<file path="src/rtl/md5_search_pkg.sv">
// Shared types and widths for the MD5 pre-image search path.
// Exports: DIGEST_W, SEL_W (selector output width), state_t.
package md5_search_pkg;

    localparam int DIGEST_W = 128;
    // The target selector's dataOut feeds the search target directly.
    localparam int SEL_W = DIGEST_W;

    typedef enum logic [1:0] {
        IDLE,
        RUN,
        DRAIN,
        DONE
    } state_t;

endpackage

</file>
<file path="src/rtl/search_outstanding_ctr.sv">
// Up/down counter of candidates issued to the MD5 pipe but not yet returned.
// Ports: i_clk, i_reset, i_inc (cand issued), i_dec (digest back), o_zero.
module search_outstanding_ctr #(
    parameter int LATENCY = 64
) (
    input  logic i_clk,
    input  logic i_reset,
    input  logic i_inc,
    input  logic i_dec,
    output logic o_zero
);

    localparam int CW = $clog2(LATENCY + 2);

    logic [CW-1:0] r_count;

    // A decrement with nothing outstanding is dropped so a stray digest
    // after an abort cannot wrap the counter.
    always_ff @(posedge i_clk) begin
        if (i_reset) begin
            r_count <= '0;
        end else if (i_inc && !i_dec) begin
            r_count <= r_count + 1'b1;
        end else if (!i_inc && i_dec && r_count != '0) begin
            r_count <= r_count - 1'b1;
        end
    end

    assign o_zero = (r_count == '0);

endmodule

</file>
<file path="src/rtl/md5_search_ctrl.sv">
// Brute-force MD5 pre-image search controller: streams candidates into an
// in-order MD5 pipe and reports the first candidate whose digest matches.
// Ports: i_clk, i_reset, i_start, i_target -> o_cand_out, o_cand_valid;
//        i_digest_in, i_digest_valid -> o_busy, o_found, o_found_value,
//        o_exhausted.
module md5_search_ctrl
    import md5_search_pkg::*;
#(
    parameter int               WIDTH       = 32,
    parameter int               LATENCY     = 64,
    parameter logic [WIDTH-1:0] START_VALUE = '0
) (
    input  logic                i_clk,
    input  logic                i_reset,
    input  logic                i_start,
    input  logic [DIGEST_W-1:0] i_target,
    output logic [WIDTH-1:0]    o_cand_out,
    output logic                o_cand_valid,
    input  logic [DIGEST_W-1:0] i_digest_in,
    input  logic                i_digest_valid,
    output logic                o_busy,
    output logic                o_found,
    output logic [WIDTH-1:0]    o_found_value,
    output logic                o_exhausted
);

    localparam logic [WIDTH-1:0] ALL_ONES = '1;

    state_t              r_state;
    state_t              w_next;
    logic [DIGEST_W-1:0] r_target;
    logic [WIDTH-1:0]    r_cand;
    logic [WIDTH-1:0]    r_res;
    logic                r_found;
    logic [WIDTH-1:0]    r_found_value;
    logic                r_exhausted;
    logic                w_zero;
    logic                w_active;
    logic                w_start_ok;
    logic                w_match;
    logic                w_exhaust;

    assign w_active   = (r_state == RUN) || (r_state == DRAIN);
    assign w_start_ok = i_start && w_zero &&
                        ((r_state == IDLE) || (r_state == DONE));
    // Digests landing in IDLE/DONE belong to an abandoned run.
    assign w_match    = w_active && i_digest_valid &&
                        (i_digest_in == r_target);
    assign w_exhaust  = (r_state == DRAIN) && i_digest_valid &&
                        (r_res == ALL_ONES) && !w_match;

    search_outstanding_ctr #(
        .LATENCY(LATENCY)
    ) u_outstanding (
        .i_clk   (i_clk),
        .i_reset (i_reset),
        .i_inc   (o_cand_valid),
        .i_dec   (i_digest_valid),
        .o_zero  (w_zero)
    );

    // State register
    always_ff @(posedge i_clk) begin
        if (i_reset) begin
            r_state <= IDLE;
        end else begin
            r_state <= w_next;
        end
    end

    // Next-state logic
    always_comb begin
        w_next = r_state;
        unique case (r_state)
            IDLE, DONE: begin
                if (w_start_ok) w_next = RUN;
            end
            RUN: begin
                if (w_match)                  w_next = DONE;
                else if (r_cand == ALL_ONES)  w_next = DRAIN;
            end
            DRAIN: begin
                if (w_match || w_exhaust) w_next = DONE;
            end
            default: w_next = IDLE;
        endcase
    end

    // Output logic
    always_comb begin
        o_cand_valid = (r_state == RUN);
        o_busy       = w_active || !w_zero;
    end

    // Datapath: candidate issue, result tracking, sticky flags
    always_ff @(posedge i_clk) begin
        if (i_reset) begin
            r_target      <= '0;
            r_cand        <= '0;
            r_res         <= '0;
            r_found       <= 1'b0;
            r_found_value <= '0;
            r_exhausted   <= 1'b0;
        end else if (w_start_ok) begin
            r_target    <= i_target;
            r_cand      <= START_VALUE;
            r_res       <= START_VALUE;
            r_found     <= 1'b0;
            r_exhausted <= 1'b0;
        end else begin
            if (r_state == RUN) begin
                r_cand <= r_cand + 1'b1;
            end
            // In-order pipe: r_res names the candidate of i_digest_in.
            if (w_active && i_digest_valid) begin
                r_res <= r_res + 1'b1;
            end
            if (w_match) begin
                r_found       <= 1'b1;
                r_found_value <= r_res;
            end
            if (w_exhaust) begin
                r_exhausted <= 1'b1;
            end
        end
    end

    assign o_cand_out    = r_cand;
    assign o_found       = r_found;
    assign o_found_value = r_found_value;
    assign o_exhausted   = r_exhausted;

endmodule

</file>
<file path="config.mk">
export PLATFORM = sky130hd
export DESIGN_NAME = md5_search_ctrl
export DESIGN_NICKNAME = d
export VERILOG_FILES = /design/src/rtl/md5_search_pkg.sv /design/src/rtl/search_outstanding_ctr.sv /design/src/rtl/md5_search_ctrl.sv
export SDC_FILE = /design/constraint.sdc
export NUM_CORES = 1
export LEC_CHECK = 0
export ABC_CLOCK_PERIOD_IN_PS = 3900
export BUFFER_PORTS_ARGS = -buffer_cell sky130_fd_sc_hd__buf_2
export CORE_MARGIN = 8
export CORE_UTILIZATION = 34
export DETAILED_ROUTE_END_ITERATION = 12
export PLACE_DENSITY_LB_ADDON = 0.3
export SYNTH_ARGS = -nofsm -noshare
export SYNTH_HDL_FRONTEND = slang
export SYNTH_SLANG_ARGS = --single-unit
</file>
<file path="constraint.sdc">
create_clock -name i_clk -period 3.9 [get_ports i_clk]
set_input_delay 0.195 -clock i_clk [delete_from_list [all_inputs] [get_ports i_clk]]
set_output_delay 0.195 -clock i_clk [all_outputs]
set_load 0.01 [all_outputs]
</file>
==> results.toml <==
[critical_path]
end_kind = "flop"
path_max_fanout = 37
critPathLaunchType = "flop"
worstSetupPathType = "flop to flop"
worstPathRequired_ns = 4.29
cp.arrival_ns = 3.51

[yosys]
syn_area_um2 = 10730
ys_warn_count = 0
synth_cell_types = 51
synth_seq_cells = 235
synth-edff-count = 0
ys_dominant_reg_cell = "dfxtp_1"
synthArstFlopShare_pct = 0
postSynthCellCount = 1304
synth_nets = 1574
synth.area.top_cells = "dfxtp_1, nand2_1, a21oi_1"
netlist.area_leader.share_pct = 43.83
syn_avg_cell_area_um2 = 8.232
synth_area_leader_cell = "dfxtp_1"
ys_seq_area_share_pct = 43.83

[layout]
final_core_util_pct = 47.90
area_growth_pct = 39.74
drive_above_1_share_pct = 22.32
seqCellArea_um2 = 4705
fillers = 3063
multi_input_comb_area_um2 = 5617
num-nets-final = 2011

[cts]
cts_tree = "built"
cts_hold_buf = 128
cts_made_buffers = 28
worstSkewPairLatency_ns = 0.54
htreeDepth = 1
cts-resized-gates = 0
cts_root_buffer = "clkbuf_16"
numClockSinks = 235
path_clk_slew_ns = 0.06
cts_setup_buffers = 0
cts_buffer_depth = 3

[placement]
gp_congestion = 0.8946
dp_hpwl_um = 29120
numPortBuffers = 327

[min_path]
hp-class = "input port to flop"

[sta]
finalCritPeriodShare_pct = 80.16
worst_slew_pin_slew_ns = 1.033
hold_viol = 0
fin_skew_ns = 0.01480
setup_viol = 0
fin_crit_ns = 3.126
setup_tns_ns = 0
fmaxAchievable_mhz = 319.9
grt_setup_unrepaired = "false"
slew_violations = 0
max_slew_margin_pct = 31.10

[route]
wirelength_um = 39280
wire_per_inst_um = 18.10
drc_errors = 0
via_count = 10570
ant_nets = 0
firstDrtPassIters = 6
drt-vias-per-instance = 4.870
dr.first_iter.drc_count = 465

[pwr]
pwr-share-seq_pct = 36.8
p_int_mw = 5.430
clkPwrFrac_pct = 34.0
p_leak_nw = 6.113
switching_power_mw = 2.692
swShare_pct = 33.14
worst_ir_drop_vdd_v = 0.0003448
cellPowerDensity_nw_per_um2 = 541.5
power_frac_comb_pct = 29.2

[status]
status = "finished clean"

[floorplanning]
die_x_um = 193.7
io_pins = 328
start_util_pct = 34.28
num_rows = 65
die_y_um = 193.7
core_um2 = 31310
die_area_um2 = 37510

[grt]
overflow = 0
grt_max_degree = 94
grt_pass1_vias = 10830
grt_usage_pct = 20.00
antenna_found_initial = 9
grt_pass1_wl_um = 60290

[run]
max_cap_viol_count = 0
==> synthesized netlist by cell type, types with 16 or more instances <==
cell type,count
nand2b_1,29
buf_2,16
nand4_1,35
nor2b_1,46
a21oi_1,140
nand2_1,288
nor2_1,122
clkbuf_1,37
xnor2_1,57
nand3_1,25
xor2_1,75
mux2i_1,36
dfxtp_1,235
inv_1,34
nor4_1,20
==> power groups by stage <==
stage / sequential [mW] / clock (mW) / combinational, mW
2_1_floorplan: 2.96 / 0 / 1.63
3_3_place_gp: 3.02 / 0 / 2.24
3_5_place_dp: 3.03 / 0 / 2.27
4_1_cts: 2.98 / 2.84 / 2.39
5_1_grt: 3.03 / 2.93 / 2.65
6_report: 2.99 / 2.76 / 2.37
==> logic make-up (layout without fill, tap and decap cells) <==
family	after synthesis	after routing	share of synthesized area [%]
AOI/OAI and AO/OA	190	190	10.88
xor gates and xnor gates	132	132	10.77
adders and majority gates	10	10	1.236
buffers and inverters	94	551	4.068
DFF	235	235	43.83
muxes	36	36	3.357
other	0	7	0
and+or+nand+nor	607	607	25.87
==> flip-flops by register name, indices dropped and copies added (netlist names) <==
register               cells
o_exhausted                1
r_res                     32
r_target                 128
r_state                    2
o_found_value             32
o_cand_out                32
o_found                    1
u_outstanding.r_count      7
==> layout by cell type, fill, tap and decap left out, drive strengths merged, types with 2 or more instances in the layout <==
master	instances
mux2i	36
or4	4
xnor2	57
dfxtp	235
nand4	35
nand2	288
o21bai	2
or3	4
o2111ai	10
a22o	2
nand2b	30
clkbuf	42
diode	7
and4	6
xor2	75
buf	339
or2b	2
bufinv	4
a21oi	140
dlygate4sd3	128
o21ai	4
nor2	123
and2	4
nor3	4
inv	34
nor4	21
o22ai	6
and2b	3
nor2b	46
nand3	25
clkinv	3
a2111o	8
a21o	2
and3	11
a2111oi	8
ha	9
o21a	2
==> routing by layer <==
metal	vias to the layer above	global-route usage, %	wire length [um]
met2	350	33.67	18070
met3	99	5.502	2777
met4	10	7.982	1682
met1	4876	23.90	16680
li1	5232	-	-
met5	-	0	60
==> worst paths after layout <==
| check | start | endpoint | slack (ns) | depth (start not counted) |
|---|---|---|---|---|
| setup / recovery | r_state[0] | o_found_value[12] | 0.77 | 10 |
| hold / removal | i_reset | o_found_value[4] | 0.13 | 2 |
| setup reg to reg | r_state[0] | o_found_value[12] | 0.77 | 10 |
| hold reg to reg | r_target[50] | r_target[50] | 0.46 | 2 |
==> critical path, cell delays in order, from the launching register on <==
cell       delay, ns
dfxtp_1         0.39
inv_1           0.06
ha_1            0.42
nand2b_4        0.25
a2111oi_4       0.34
nand4_1         0.15
or4_1           0.54
nor4_4          0.21
buf_12          0.29
mux2i_1         0.24
nor2_1          0.06
==> stage by stage <==
step,cell area [um2],instances,setup slack [ns],power [mW],hold slack [ns]
after floorplan,10730,1304,1.097,4.580,0.3310
after global placement,12710,1985,0.9402,5.261,0.4371
after detailed placement,12710,1985,0.8084,5.309,0.4433
after CTS,14980,2163,0.7756,8.218,0.1002
after global routing,14990,2167,0.6450,8.613,0.1388
final,15000,2170,0.7736,8.122,0.1261
==> final cells by class <==
cell class / count / area share, %
antenna: 7 / 0.1168
clock buffer: 42 / 5.631
clock inverter: 8 / 0.9760
inverter: 34 / 0.8508
multi-input combinational: 975 / 37.45
sequential: 235 / 31.36
tap: 402 / 3.353
timing repair buffer: 467 / 20.26
Note: power is estimated with default switching activity, not from simulation.
